### config.mk
export PLATFORM = sky130hd
export DESIGN_NAME = multdiv_unit
export DESIGN_NICKNAME = d
export VERILOG_FILES = /design/src/rtl/multdiv_unit.sv
export SDC_FILE = /design/constraint.sdc
export NUM_CORES = 1
export LEC_CHECK = 0
export BUFFER_PORTS_ARGS = -buffer_cell sky130_fd_sc_hd__buf_2
export CORE_MARGIN = 1
export CORE_UTILIZATION = 40
export DETAILED_ROUTE_END_ITERATION = 6
export PLACE_DENSITY = 0.6
export SYNTH_ARGS = -nofsm -noshare
export SYNTH_HDL_FRONTEND = slang
export SYNTH_SLANG_ARGS = --single-unit
### constraint.sdc
create_clock -name clock -period 6.3 [get_ports clock]
set_clock_uncertainty 0.1 [all_clocks]
set_input_delay 0.63 -clock clock [delete_from_list [all_inputs] [get_ports clock]]
set_output_delay 0.63 -clock clock [all_outputs]
set_load 0.05 [all_outputs]
### src/rtl/multdiv_unit.sv
// Iterative signed 32-bit multiply/divide: shift-add multiply, restoring divide, fixed latency.
// Optional build macro MULTDIV_EARLY_DIV0_EN: divide by zero finishes one cycle after the start.
module multdiv_unit #(
  parameter int unsigned WIDTH = 32
) (
  input  logic             clock,
  input  logic             reset_n,
  input  logic [WIDTH-1:0] data_operandA,
  input  logic [WIDTH-1:0] data_operandB,
  input  logic             ctrl_MULT,
  input  logic             ctrl_DIV,
  output logic [WIDTH-1:0] data_result,
  output logic             data_exception,
  output logic             data_resultRDY,
  output logic             busy
);

  localparam int unsigned CW = $clog2(WIDTH);

  typedef enum logic [1:0] {S_IDLE, S_RUN, S_DONE} state_t;

  state_t             r_state;
  state_t             w_state_nxt;
  logic [CW-1:0]      r_count;
  logic               r_op_div;
  logic               r_neg;
  logic [WIDTH-1:0]   r_a;
  logic [2*WIDTH-1:0] r_prod;
  logic [WIDTH-1:0]   r_rem;
  logic [WIDTH-1:0]   r_quot;

  logic               w_start;
  logic               w_start_div;
  logic               w_done;
  logic [WIDTH-1:0]   w_a_mag;
  logic [WIDTH-1:0]   w_b_mag;
  logic [WIDTH:0]     w_mul_sum;
  logic [2*WIDTH-1:0] w_mul_step;
  logic [WIDTH:0]     w_rem_sh;
  logic [WIDTH:0]     w_trial;
  logic               w_qbit;
  logic [2*WIDTH-1:0] w_prod_signed;
  logic [WIDTH-1:0]   w_quot_signed;
  logic [WIDTH-1:0]   w_res;
  logic               w_exc;

  assign w_start     = ctrl_MULT | ctrl_DIV;
  assign w_start_div = ctrl_DIV & ~ctrl_MULT;
  assign w_done      = (r_state == S_DONE);
  assign w_a_mag     = data_operandA[WIDTH-1] ? (~data_operandA + WIDTH'(1)) : data_operandA;
  assign w_b_mag     = data_operandB[WIDTH-1] ? (~data_operandB + WIDTH'(1)) : data_operandB;

  // State register
  always_ff @(posedge clock or negedge reset_n) begin
    if (!reset_n) r_state <= S_IDLE;
    else          r_state <= w_state_nxt;
  end

  // Next-state logic; a start overrides whatever is in flight
  always_comb begin
    w_state_nxt = r_state;
    case (r_state)
      S_IDLE: w_state_nxt = S_IDLE;
      S_RUN:  if (r_count == CW'(WIDTH-1)) w_state_nxt = S_DONE;
      S_DONE: w_state_nxt = S_IDLE;
      default: w_state_nxt = S_IDLE;
    endcase
    if (w_start) begin
      w_state_nxt = S_RUN;
`ifdef MULTDIV_EARLY_DIV0_EN
      if (w_start_div && (data_operandB == '0)) w_state_nxt = S_DONE;
`endif
    end
  end

  // One iteration of each algorithm on magnitudes
  always_comb begin
    w_mul_sum  = {1'b0, r_prod[2*WIDTH-1:WIDTH]} + {1'b0, r_a};
    w_mul_step = r_prod[0] ? {w_mul_sum, r_prod[WIDTH-1:1]} : {1'b0, r_prod[2*WIDTH-1:1]};
    w_rem_sh   = {r_rem, r_quot[WIDTH-1]};
    w_trial    = w_rem_sh + {1'b1, ~r_a} + (WIDTH+1)'(1);
    w_qbit     = ~w_trial[WIDTH];
  end

  // Output logic: sign restore and exception detection for the DONE cycle
  always_comb begin
    w_prod_signed = r_neg ? (~r_prod + (2*WIDTH)'(1)) : r_prod;
    w_quot_signed = r_neg ? (~r_quot + WIDTH'(1)) : r_quot;
    w_res         = w_prod_signed[WIDTH-1:0];
    w_exc         = ~((&w_prod_signed[2*WIDTH-1:WIDTH-1]) | ~(|w_prod_signed[2*WIDTH-1:WIDTH-1]));
    if (r_op_div) begin
      if (r_a == '0) begin
        w_res = '0;
        w_exc = 1'b1;
      end else begin
        // only MIN / -1 yields a positive quotient magnitude of 2^31
        w_res = w_quot_signed;
        w_exc = r_quot[WIDTH-1] & ~r_neg;
      end
    end
  end

  // Datapath and registered outputs
  always_ff @(posedge clock or negedge reset_n) begin
    if (!reset_n) begin
      r_count        <= '0;
      r_op_div       <= 1'b0;
      r_neg          <= 1'b0;
      r_a            <= '0;
      r_prod         <= '0;
      r_rem          <= '0;
      r_quot         <= '0;
      data_result    <= '0;
      data_exception <= 1'b0;
      data_resultRDY <= 1'b0;
      busy           <= 1'b0;
    end else begin
      data_resultRDY <= w_done;
      busy           <= (r_state != S_IDLE);
      if (w_done) begin
        data_result    <= w_res;
        data_exception <= w_exc;
      end
      if (w_start) begin
        r_count  <= '0;
        r_op_div <= w_start_div;
        r_neg    <= data_operandA[WIDTH-1] ^ data_operandB[WIDTH-1];
        if (w_start_div) begin
          r_a    <= w_b_mag;
          r_quot <= w_a_mag;
          r_rem  <= '0;
        end else begin
          r_a    <= w_a_mag;
          r_prod <= {{WIDTH{1'b0}}, w_b_mag};
        end
      end else if (r_state == S_RUN) begin
        r_count <= r_count + CW'(1);
        if (r_op_div) begin
          r_rem  <= w_qbit ? w_trial[WIDTH-1:0] : w_rem_sh[WIDTH-1:0];
          r_quot <= {r_quot[WIDTH-2:0], w_qbit};
        end else begin
          r_prod <= w_mul_step;
        end
      end
    end
  end

endmodule
# == Word level (Yosys, flattened, before mapping) ==
# Cells that the tools add are included.
# op_classes
add_sub_neg,8
eq_ne,7
n_mux,28
bitwise,15
n_reduce_logical,8
# op_table
cell,count
$mux 32,15
$mux 64,6
$not 32->32,4
$add 32x1->32 const B,3
$add 64x1->64 const B,1
$not 64->64,1
$add 32x32->33,1
$add 33x1->33 const B,1
$add 33x33->33,1
$reduce_and 33->1,1
$reduce_or 33->1,1
$logic_not 32->1,1
$mux 5,2
$mux 2,3
$reduce_and 3->1,2
$reduce_bool 2->1,3
$add 5x1->5 const B,1
$eq 5x5->1 const B,1
$not 1->1,5
$ne 2x1->1 const B,2
$ne 3x3->1 const B,1
$and 1x1->1,2
$eq 2x1->1 const B,1
$eq 2x2->1 const B,1
4 further kinds,6
# totals
regBits,204
in_bits,68
out_inout_bits,35
elab_cells,78

# == Logic depth before layout (Yosys ltp) ==
# Gate-level depths: netlist of the first run.
# depth
depth_word,8
mapped_depth,14

# == Worst setup path before layout of the first run ==
# OpenSTA, ideal clock, no wires.
# synth_timing
path_type,register to register
start,register r_prod[0]
end,register data_exception
arrival_ns,3.347
setup_slack_ns,2.715
path_stages_with_launch,14
path_buffers,1
synth_period_minus_slack_ns,3.585
path_cell_list,dfrtp_1 -> buf_1 -> inv_1 -> ha_1 -> or3b_2 -> nor4_4 -> nand2_1 -> o41ai_1 -> xnor2_1 -> nand4_1 -> or2_2 -> a2111oi_0 -> a31o_1 -> a31oi_1
# synth_between
elab_chain_cells,8
elab_cells_between_ends,9
classes_between,add/sub (1); mux (2); bitwise (4); reduce/logical (2)
# synth_rtl
element,line_no,source
from (decl),28,logic [2*WIDTH-1:0] r_prod;
from (signal assigned),134,"r_prod <= {{WIDTH{1'b0}}, w_b_mag};"
from (signal assigned),142,r_prod <= w_mul_step;
$not 64->64 (*),87,w_prod_signed = r_neg ? (~r_prod + (2*WIDTH)'(1)) : r_prod;
$add 64x1->64 (*),87,
$mux 64 (*),87,
$reduce_or 33->1,90,w_exc = ~((&w_prod_signed[2*WIDTH-1:WIDTH-1]) | ~(|w_prod_signed[2*WIDTH-1:WIDTH-1]));
$not 1->1,90,
$or 1x1->1 (*),90,
$not 1->1 (*),90,
$mux 1 (*),91,if (r_op_div) begin
to (signal assigned),122,data_exception <= w_exc;
to (decl),13,"output logic data_exception,"
# Every way passes the cells marked *; elsewhere a longest branch is shown, timed or not.
# A chain may end at the register's enable or synchronous reset.

# == Worst setup path in the final report of the first run ==
# layout_timing
start,register r_quot[31]
end,register r_rem[5]
# layout_between
elab_chain_cells,6
# layout_rtl
element,line_no,source
from (decl),30,logic [WIDTH-1:0] r_quot;
from (signal assigned),130,r_quot <= w_a_mag;
from (signal assigned),140,"r_quot <= {r_quot[WIDTH-2:0], w_qbit};"
$add 33x33->33,81,"w_trial = w_rem_sh + {1'b1, ~r_a} + (WIDTH+1)'(1);"
$add 33x1->33,81,
$mux 32,139,r_rem <= w_qbit ? w_trial[WIDTH-1:0] : w_rem_sh[WIDTH-1:0];
$mux 32,138,if (r_op_div) begin
$mux 32,136,end else if (r_state == S_RUN) begin
$mux 32,124,if (w_start) begin
to (signal assigned),139,
to (decl),29,logic [WIDTH-1:0] r_rem;
# Every way passes these cells. The select of a mux whose other input is x is not followed.

==> results of run 1 <==
[stage by stage]
stage / instances / hold WS [ps] / utilization (%)
after floorplan: 1964 / 234 / -
after global placement: 2482 / 370 / 42.8
after detailed placement: 2482 / 376 / 42.8
after CTS: 2524 / 105 / 44.8
after global routing: 2524 / 110 / 44.8
final: 2524 / 27.8 / 44.8
[worst paths after layout]
path / slack [ps] / end / from / cells past startpoint
min reg2reg: 380 / data_result[2]$_DFFE_PN0P_ / data_result[2]$_DFFE_PN0P_ / 1
min in group clock: 340 / r_a[8]$_DFFE_PN0N_ / data_operandA[8] / 3
max reg2reg: 2030 / r_rem[5]$_DFFE_PN0P_ / r_quot[31]$_DFFE_PN0P_ / 13
max: 2030 / r_rem[5]$_DFFE_PN0P_ / r_quot[31]$_DFFE_PN0P_ / 13
max in group asynchronous: 4580 / r_neg$_DFFE_PN0N_ / reset_n / 2
min: 30 / r_prod[56]$_DFFE_PN0P_ / reset_n / 1
[kinds of logic (layout without fill, tap and decap cells)]
kind of cell               after synthesis  in the layout
AOI/OAI and AO/OA                      661            661
xor gates and xnor gates               196            196
muxes                                   20             20
DFF                                    204            204
adders and majority gates               72             72
and+or+nand+nor                        601            601
buffers and inverters                  210            245
[synth_stat cells (all sizes together), types with 5 or more instances]
cell     count
a211oi      21
clkbuf     101
or3         37
mux2i       19
a2111oi      5
o41ai       18
nand4b       6
a21oi      110
o211ai      26
nor2b       14
dfrtp      204
inv         84
xor2       124
xnor2       72
a211o       16
nor3        39
o221ai      30
nor2       128
buf         24
o22ai        9
or4         26
or2         11
nand3       50
nand2      192
ha          70
o21a        35
nand4       21
a22oi       32
a222oi      14
o21bai       6
and3         9
o31ai       38
a31oi       12
o311ai      22
o21ai      202
nor4        35
a21o        28
nand2b      13
[worst max-delay path, cell delays in order (launching register included)]
cell	delay (ps)
dfrtp_1	410
inv_1	110
ha_1	230
fa_1	230
nor2b_1	70
o31ai_1	400
a221oi_1	250
a211o_1	400
a221oi_1	400
a211oi_1	210
a211oi_4	380
buf_4	510
nor3_1	120
a211o_1	300
[power by group through the flow]
stage          Combinational (mW)  Sequential, mW  Clock, mW
6_report                     1.22            1.66       1.49
5_1_grt                      1.35            1.68       1.57
4_1_cts                      1.21            1.65       1.52
3_5_place_dp                 1.20            1.68          0
3_3_place_gp                 1.19            1.67          0
2_1_floorplan               0.905            1.55          0
[state kept, by name, summed over array words and instances (netlist names)]
signal,flops
r_a,32
r_quot,32
r_count,5
r_neg,1
r_state,2
data_exception,1
r_prod,64
data_resultRDY,1
r_rem,32
r_op_div,1
busy,1
data_result,32
[routing by layer]
| metal | up-vias | track usage [%] | wire length (um) |
|---|---|---|---|
| met5 | - | 0 | 0 |
| met4 | 0 | 10.8 | 2370 |
| met3 | 110 | 4.78 | 4120 |
| met2 | 612 | 41.4 | 24400 |
| met1 | 7593 | 38.1 | 25100 |
| li1 | 7333 | - | - |
[layout make-up]
type	count	area, sq um
fill	3997	22000
multi-input combinational	1550	10300
sequential	204	5110
clock buffer	33	706
tap	525	657
timing repair buffer	119	648
inverter	84	315
clock inverter	9	129
==> results.sh, run 1 <==
export IMPL_synth_compound_area_share_pct=27.1
export IMPL_cts_tree="done"
export IMPL_layout_drive_gt1_share_pct=10.1
export IMPL_synth_top_cell_by_area="dfrtp_1"
export IMPL_clock_tree_buffer_depth=3
export IMPL_cts_sinks=204
export IMPL_synth_ff_type="dfrtp_1"
export IMPL_clk_pin_slew_ps=50
export IMPL_synth_area_per_cell_sq_um=8.23
export IMPL_syn_num_nets=2104
export IMPL_cts_resized=0
export IMPL_port_buffers=102
export IMPL_ant_nets=0
export IMPL_violations="design-rule violations"
export IMPL_die_y_um=203
export IMPL_dpl_cell_area_sq_mm=0.0170
export IMPL_grt_use_total_pct=27.2
export IMPL_timing_fmax_ghz=0.234
export IMPL_syn_area_sq_mm=0.0162
export IMPL_internal_power_mw=2.78
export IMPL_fin_tns_setup_ps=0
export IMPL_setup_viol=0
export IMPL_cp_arrival_ps=4600
export IMPL_drt_initial_drc_count=1703
export IMPL_numCtsBuffers=25
export IMPL_hold_violations=0
export IMPL_clkPwrFrac_pct=34.0
export IMPL_final_min_clock_period_ps=4270
export IMPL_cap_viol_max_count=0
export IMPL_max_slew_worst_pin_slew_ps=1240
export IMPL_num_rows=73
export IMPL_end_kind="flip-flop"
export IMPL_overflow=0
export IMPL_core_area_sq_mm=0.0398
export IMPL_finalPower_mw=4.38
export IMPL_slew_violations=0
export IMPL_hold_buffers=0
export IMPL_startpoint_type="flip-flop"
export IMPL_switching_share_pct=36.5
export IMPL_synth_simple_area_share_pct=18.6
export IMPL_first_global_vias=14800
export IMPL_design_die_area_sq_mm=0.0412
export IMPL_drc_errors=13
export IMPL_critPathMaxFanout=54
export IMPL_cellPowerDensity_mw_per_mm2=245
export IMPL_hp_class="in -> async"
export IMPL_ir_worst_vdd_mv=0.193
export IMPL_via_per_inst=6.20
export IMPL_final_nets=2124
export IMPL_synthTopCellsByArea="dfrtp_1 (32%), xor2_1 (6.7%), o21ai_0 (6.2%)"
export IMPL_cts_setup_buffers=0
export IMPL_ys_ff_latch=204
export IMPL_start_util_pct=40.6
export IMPL_synthMuxAreaShare_pct=1.25
export IMPL_power_frac_seq_pct=38.0
export IMPL_area_delta_synth_final_pct=10.5
export IMPL_cts_root_buffer="clkbuf_16"
export IMPL_synth_edff_count=0
export IMPL_synth_adder_area_share_pct=5.67
export IMPL_die_w_um=203
export IMPL_wire_per_inst_um=22.2
export IMPL_p_leak_nw=7.79
export IMPL_slew_headroom_pct=17.1
export IMPL_dp_hpwl_um=42000
export IMPL_grt_pass1_wl_um=87600
export IMPL_critPathRequiredTime_ps=6620
export IMPL_grt_max_degree=118
export IMPL_final_cell_mix="dfrtp_1 (202), o21ai_0 (200), nand2_1 (192)"
export IMPL_synth_top_area_share_pct=31.6
export IMPL_p_sw_mw=1.60
export IMPL_crit_type="reg -> reg"
export IMPL_synth_top_family_by_area="compound AO/OA/AOI/OAI gates"
export IMPL_yosys_warnings=0
export IMPL_finalCritPeriodShare_pct=67.8
export IMPL_vias=15600
export IMPL_wl_um=56100
export IMPL_gp_congestion=0.961
export IMPL_antenna_found_initial=0
export IMPL_clock_latency_ps=550
export IMPL_synth_cells=1964
export IMPL_ys_types=79
export IMPL_ios=103
export IMPL_place_ws_ps=2050
export IMPL_yosysSeqAreaShare_pct=31.6
export IMPL_layout_setup_ws_ps=2030
export IMPL_final_common_cell="dfrtp_1"
export IMPL_drtPass1Iterations=7
export IMPL_fin_area_sq_mm=0.0179
export IMPL_rsz0062_at_grt="no"
export IMPL_h_tree_depth=1
export IMPL_antenna_cells=0
export IMPL_status="finished, violations left"
export IMPL_combinationalPowerShare_pct=28.0
export IMPL_async_reset_ff_share_pct=100
export IMPL_yosys_area_share_xor_xnor_pct=10.6
No activity file was read; power rests on OpenSTA's default activity.
==> run 2: changes to the inputs <==
--- a/config.mk
+++ b/config.mk
@@ -9,7 +9,7 @@
 export CORE_MARGIN = 1
 export CORE_UTILIZATION = 40
 export DETAILED_ROUTE_END_ITERATION = 6
-export PLACE_DENSITY = 0.6
+export PLACE_DENSITY = 0.63
 export SYNTH_ARGS = -nofsm -noshare
 export SYNTH_HDL_FRONTEND = slang
 export SYNTH_SLANG_ARGS = --single-unit
==> constraint.sdc (replaced) <==
create_clock -name clock -period 3.5 [get_ports clock]
set_clock_uncertainty 0.1 [all_clocks]
set_input_delay 0.35 -clock clock [delete_from_list [all_inputs] [get_ports clock]]
set_output_delay 0.35 -clock clock [all_outputs]
set_load 0.05 [all_outputs]
==> results.sh, run 2 (synthesis results as in run 1) <==
export IMPL_status="completed"
export IMPL_end_kind="flip-flop"
export IMPL_setup_viol=0
export IMPL_cts_root_buffer="clkbuf_16"
export IMPL_crit_type="reg -> reg"
export IMPL_rsz0062_at_grt="yes"
export IMPL_max_slew_worst_pin_slew_ps=1120
export IMPL_path_cells="or3_4 > or4_4 > or3b_4 > o41ai_4 > xnor2_2 > nand4_1 > or2_4 > a2111oi_4 > a31o_1 > a31oi_1"
export IMPL_timing_fmax_ghz=0.295
export IMPL_vias=16500
export IMPL_drt_initial_drc_count=1509
export IMPL_cts_sinks=204
export IMPL_final_cell_mix="buf_4 (242), dfrtp_1 (203), o21ai_0 (195)"
export IMPL_slew_headroom_pct=25.4
export IMPL_hp_class="in -> reg"
export IMPL_ant_nets=0
export IMPL_final_min_clock_period_ps=3390
export IMPL_dp_cells=2707
export IMPL_start_util_pct=40.6
export IMPL_grt_use_total_pct=28.4
export IMPL_dpl_cell_area_sq_mm=0.0187
export IMPL_startpoint_type="flip-flop"
export IMPL_overflow=0
export IMPL_antenna_found_initial=3
export IMPL_r2r_slack_ps=110
export IMPL_port_buffers=102
export IMPL_clock_tree_buffer_depth=3
export IMPL_core_area_sq_mm=0.0398
export IMPL_layout_drive_gt1_share_pct=21.1
export IMPL_wire_per_inst_um=21.3
export IMPL_p_leak_nw=9.04
export IMPL_cap_viol_max_count=0
export IMPL_numCtsBuffers=25
export IMPL_internal_power_mw=5.29
export IMPL_final_common_cell="buf_4"
export IMPL_fin_area_sq_mm=0.0199
export IMPL_final_nets=2357
export IMPL_critPathBufInv=0
export IMPL_gp_congestion=0.983
export IMPL_grt_max_degree=72
export IMPL_critPathRequiredTime_ps=3800
export IMPL_combinationalPowerShare_pct=35.4
export IMPL_critPathMaxFanout=2
export IMPL_fillers=3875
export IMPL_cp_arrival_ps=3700
export IMPL_wl_met2_um=26600
export IMPL_largest_reg_flops=64
export IMPL_max_stage_delay_ps=440
export IMPL_die_w_um=203
export IMPL_num_rows=73
export IMPL_area_delta_synth_final_pct=23.2
export IMPL_design_die_area_sq_mm=0.0412
export IMPL_cellPowerDensity_mw_per_mm2=420
export IMPL_drc_errors=0
export IMPL_slew_violations=0
export IMPL_wl_met3_um=4240
export IMPL_power_frac_seq_pct=33.5
export IMPL_cts_tree="done"
export IMPL_ir_worst_vdd_mv=0.353
export IMPL_worstHoldEndpoint="r_a[0]$_DFFE_PN0N_"
export IMPL_r2r_cells=10
export IMPL_hold_start="data_operandA[0]"
export IMPL_switching_share_pct=36.8
export IMPL_hold_depth=3
export IMPL_hold_violations=0
export IMPL_via_per_inst=5.99
export IMPL_clk_pin_slew_ps=60
export IMPL_top_layer_used="met5"
export IMPL_h_tree_depth=1
export IMPL_rr_startpoint="r_prod[53]$_DFFE_PN0P_"
export IMPL_drtPass1Iterations=7
export IMPL_p_sw_mw=3.07
export IMPL_die_y_um=203
export IMPL_first_global_vias=15900
export IMPL_crit_family="simple AND/OR/NAND/NOR gates"
export IMPL_dp_hpwl_um=45300
export IMPL_largest_register="r_prod"
export IMPL_instances_no_fill=2758
export IMPL_wl_met1_um=25700
export IMPL_cp_slowest_cell="or3b_4"
export IMPL_grt_pass1_wl_um=91300
export IMPL_finalPower_mw=8.36
export IMPL_wl_um=58700
export IMPL_ios=103
export IMPL_finalCritPeriodShare_pct=96.9
export IMPL_clkPwrFrac_pct=31.1
export IMPL_regToRegEndpoint="data_exception$_DFFE_PN0P_"
export IMPL_clock_latency_ps=550
-- run 2: cell count changes in the layout (fill, tap and decap cells not counted), sizes merged, moves of 2 or more --
cell	previous run	this run
bufinv	3	1
clkinvlp	2	0
clkbuf	33	37
dlygate4sd3	0	2
buf	119	349
-- run 2: worst reg2reg max path: stages, from the launching register on --
cell       delay (ps)
dfrtp_1           380
or3_4             390
or4_4             430
or3b_4            440
o41ai_4           340
xnor2_2           170
nand4_1           110
or2_4             260
a2111oi_4         300
a31o_1            240
a31oi_1           100
-- run 2: how the worst max path moves through the flow --
stage | to | cells after the start | slack [ps] | startpoint
2_1_floorplan | data_exception$_DFFE_PN0P_ | 13 | 20 | r_prod[0]$_DFFE_PN0P_
3_3_place_gp | r_quot[0]$_DFFE_PN0P_ | 13 | -90 | r_a[7]$_DFFE_PN0N_
3_5_place_dp | r_quot[0]$_DFFE_PN0P_ | 13 | -130 | r_a[7]$_DFFE_PN0N_
4_1_cts | r_quot[0]$_DFFE_PN0P_ | 14 | -4 | r_quot[31]$_DFFE_PN0P_
5_1_grt | data_exception$_DFFE_PN0P_ | 14 | -10 | r_prod[33]$_DFFE_PN0P_
6_report | data_exception$_DFFE_PN0P_ | 10 | 110 | r_prod[53]$_DFFE_PN0P_
-- run 2: timing repair --
item / in CTS / in global routing
hold buffers: 2 / 0
setup buffers: 1 / 5
setup endpoints to repair: 33 / 51
endpoints found under the hold margin: 67 / 0
pin swaps: 2 / 20
resized for setup: 11 / 59
cloned: 0 / 0
-- run 2: final cells by class --
cell class                      instances  area [sq um]  area share, %
Timing Repair Buffer                  352          2450           12.3
Clock buffer                           36           747           3.75
Multi-Input combinational cell       1550         10600           53.1
Clock inverter                          6          55.1          0.277
Sequential cell                       204          5110           25.7
Inverter                               84           315           1.58
Tap cell                              525           657           3.30
Antenna cell                            1          2.50         0.0126
-- run 2: power by group through the flow --
stage,logic (mW),registers [mW],clock network (mW)
2_1_floorplan,1.63,2.79,0
3_3_place_gp,2.77,2.82,0
3_5_place_dp,2.80,2.83,0
4_1_cts,2.83,2.79,2.63
5_1_grt,3.21,2.82,2.72
6_report,2.96,2.80,2.60
-- run 2: per-layer routing --
| metal | GRT usage (%) | up-vias |
|---|---|---|
| li1 | - | 7777 |
| met1 | 38.8 | 7999 |
| met2 | 45.1 | 627 |
| met3 | 4.59 | 125 |
| met4 | 9.83 | 2 |
| met5 | 0 | - |
-- run 2: per-stage QoR --
step | hold WS, ps | setup slack (ps) | TNS [ps] | utilization, %
2_1_floorplan | -45.6 | 24.3 | 0 | -
3_3_place_gp | 316 | -94.5 | -227 | 47.1
3_5_place_dp | 321 | -128 | -1430 | 47.1
4_1_cts | 37.7 | -3.96 | -7.25 | 49.3
5_1_grt | 83.9 | -12.6 | -12.6 | 50.0
6_report | 58.3 | 109 | 0 | 50.0
==> run 3: changes to the inputs <==
--- a/config.mk
+++ b/config.mk
@@ -5,11 +5,13 @@
 export SDC_FILE = /design/constraint.sdc
 export NUM_CORES = 1
 export LEC_CHECK = 0
+export ABC_CLOCK_PERIOD_IN_PS = 4200
 export BUFFER_PORTS_ARGS = -buffer_cell sky130_fd_sc_hd__buf_2
 export CORE_MARGIN = 1
 export CORE_UTILIZATION = 40
 export DETAILED_ROUTE_END_ITERATION = 6
-export PLACE_DENSITY = 0.63
+export PLACE_DENSITY = 0.6
 export SYNTH_ARGS = -nofsm -noshare
 export SYNTH_HDL_FRONTEND = slang
 export SYNTH_SLANG_ARGS = --single-unit
+export TNS_END_PERCENT = 50
==> constraint.sdc (replaced) <==
create_clock -name clock -period 4.2 [get_ports clock]
set_clock_uncertainty 0.1 [all_clocks]
set_input_delay 0.42 -clock clock [delete_from_list [all_inputs] [get_ports clock]]
set_output_delay 0.42 -clock clock [all_outputs]
set_load 0.05 [all_outputs]
==> results.sh, run 3 (synthesis results as in run 1) <==
export IMPL_hp_class="in -> reg"
export IMPL_largest_reg_flops=64
export IMPL_power_frac_seq_pct=36.3
export IMPL_timing_fmax_ghz=0.251
export IMPL_top_layer_used="met5"
export IMPL_antenna_cells=0
export IMPL_wl_met2_um=25900
export IMPL_layout_setup_ws_ps=220
export IMPL_drtPass1Iterations=7
export IMPL_dp_hpwl_um=43800
export IMPL_cp_slowest_cell="nor4_4"
export IMPL_grt_use_total_pct=28.1
export IMPL_antenna_found_initial=1
export IMPL_switching_share_pct=36.5
export IMPL_wire_per_inst_um=22.7
export IMPL_endpoint="data_exception$_DFFE_PN0P_"
export IMPL_clock_latency_ps=560
export IMPL_ir_worst_vdd_mv=0.352
export IMPL_num_rows=73
export IMPL_ios=103
export IMPL_start_util_pct=40.6
export IMPL_core_area_sq_mm=0.0398
export IMPL_cap_viol_max_count=0
export IMPL_overflow=0
export IMPL_end_kind="flip-flop"
export IMPL_clk_pin_slew_ps=60
export IMPL_clock_tree_buffer_depth=3
export IMPL_cp_arrival_ps=4290
export IMPL_die_w_um=203
export IMPL_first_global_vias=15000
export IMPL_startpoint_type="flip-flop"
export IMPL_wl_met1_um=25800
export IMPL_combinationalPowerShare_pct=28.8
export IMPL_critPathBufInv=0
export IMPL_max_slew_worst_pin_slew_ps=1080
export IMPL_setup_viol=0
export IMPL_critPathMaxFanout=8
export IMPL_wl_met3_um=4330
export IMPL_cts_tree="done"
export IMPL_violations="design-rule violations"
export IMPL_cts_root_buffer="clkbuf_16"
export IMPL_slew_headroom_pct=27.9
export IMPL_place_ws_ps=165
export IMPL_finalCritPeriodShare_pct=94.8
export IMPL_path_cells="or3_1 > nor4_4 > nand4_1 > or2_2 > xnor2_1 > nor4_1 > o21ai_0 > a2111oi_0 > a31o_1 > a31oi_1"
export IMPL_h_tree_depth=1
export IMPL_ant_nets=0
export IMPL_final_common_cell="dfrtp_1"
export IMPL_grt_pass1_wl_um=89700
export IMPL_gp_congestion=0.963
export IMPL_hold_violations=0
export IMPL_path_depth=10
export IMPL_drt_initial_drc_count=1476
export IMPL_p_sw_mw=2.48
export IMPL_numCtsBuffers=26
export IMPL_largest_register="r_prod"
export IMPL_die_y_um=203
export IMPL_crit_family="simple AND/OR/NAND/NOR gates"
export IMPL_final_util_pct=46.0
export IMPL_p_leak_nw=8.06
export IMPL_final_nets=2171
export IMPL_rsz0062_at_grt="yes"
export IMPL_via_per_inst=6.20
export IMPL_drc_errors=3
export IMPL_hold_slack_ps=50.2
export IMPL_grt_max_degree=74
export IMPL_cellPowerDensity_mw_per_mm2=371
export IMPL_rr_startpoint="r_prod[9]$_DFFE_PN0P_"
export IMPL_port_buffers=102
export IMPL_critPathRequiredTime_ps=4510
export IMPL_r2r_slack_ps=220
export IMPL_slew_violations=0
export IMPL_crit_type="reg -> reg"
export IMPL_area_delta_synth_final_pct=13.3
export IMPL_clkPwrFrac_pct=34.9
export IMPL_cts_sinks=204
export IMPL_max_stage_delay_ps=560
export IMPL_internal_power_mw=4.31
export IMPL_layout_drive_gt1_share_pct=12.3
export IMPL_wl_um=58500
export IMPL_regToRegEndpoint="data_exception$_DFFE_PN0P_"
export IMPL_vias=16000
export IMPL_status="finished, violations left"
export IMPL_final_cell_mix="dfrtp_1 (203), o21ai_0 (200), nand2_1 (192)"
export IMPL_r2r_cells=10
export IMPL_crit_start="r_prod[9]$_DFFE_PN0P_"
export IMPL_final_min_clock_period_ps=3980
export IMPL_design_die_area_sq_mm=0.0412
run 3: power by group through the flow:
stage	logic, mW	clock network [mW]	registers (mW)
6_report	1.96	2.37	2.47
2_1_floorplan	1.36	0	2.32
5_1_grt	2.15	2.48	2.48
4_1_cts	1.93	2.40	2.45
3_5_place_dp	1.92	0	2.49
3_3_place_gp	1.90	0	2.48
run 3: layout make-up:
type / count / area (sq um)
Tap cell: 525 / 657
Clock inverter: 11 / 143
Multi-Input combinational cell: 1550 / 10300
Timing Repair Buffer: 165 / 1010
Sequential cell: 204 / 5110
Fill cell: 4001 / 21500
Clock buffer: 36 / 759
Inverter: 84 / 315
run 3: metal layers:
metal  vias up  track usage [%]
met5         -                0
met4         2             11.4
met3       140             4.70
met2       608             43.8
met1      7771             38.5
li1       7440                -
run 3: worst min-delay path, cell delays in order:
cell and delay [ps]:
buf_2 120, nand2_1 50, o21ai_0 60
run 3: what timing repair did:
item	4_1_cts	5_1_grt
setup endpoints to repair	0	32
hold buffers	1	0
resized for setup	0	6
buffers inserted	0	0
hold endpoints to repair	70	0
run 3: worst min path at each step:
stage,start,endpoint,slack (ps),cells after the start
2_1_floorplan,reset_n,busy$_DFF_PN0_,20,0
3_3_place_gp,reset_n,data_exception$_DFFE_PN0P_,350,1
3_5_place_dp,reset_n,data_exception$_DFFE_PN0P_,360,1
4_1_cts,data_operandA[0],r_a[0]$_DFFE_PN0N_,30,3
5_1_grt,data_operandA[0],r_a[0]$_DFFE_PN0N_,60,3
6_report,data_operandA[0],r_a[0]$_DFFE_PN0N_,50,3
run 3: stage by stage:
stage               std cells  power, mW  TNS [ps]  cell area, sq um
floorplan                1964       3.68         0             16200
global placement         2527       4.38         0             17400
detailed placement       2527       4.40         0             17400
CTS                      2575       6.78         0             18300
global route             2575       7.10     -4.91             18300
finish                   2575       6.80         0             18300
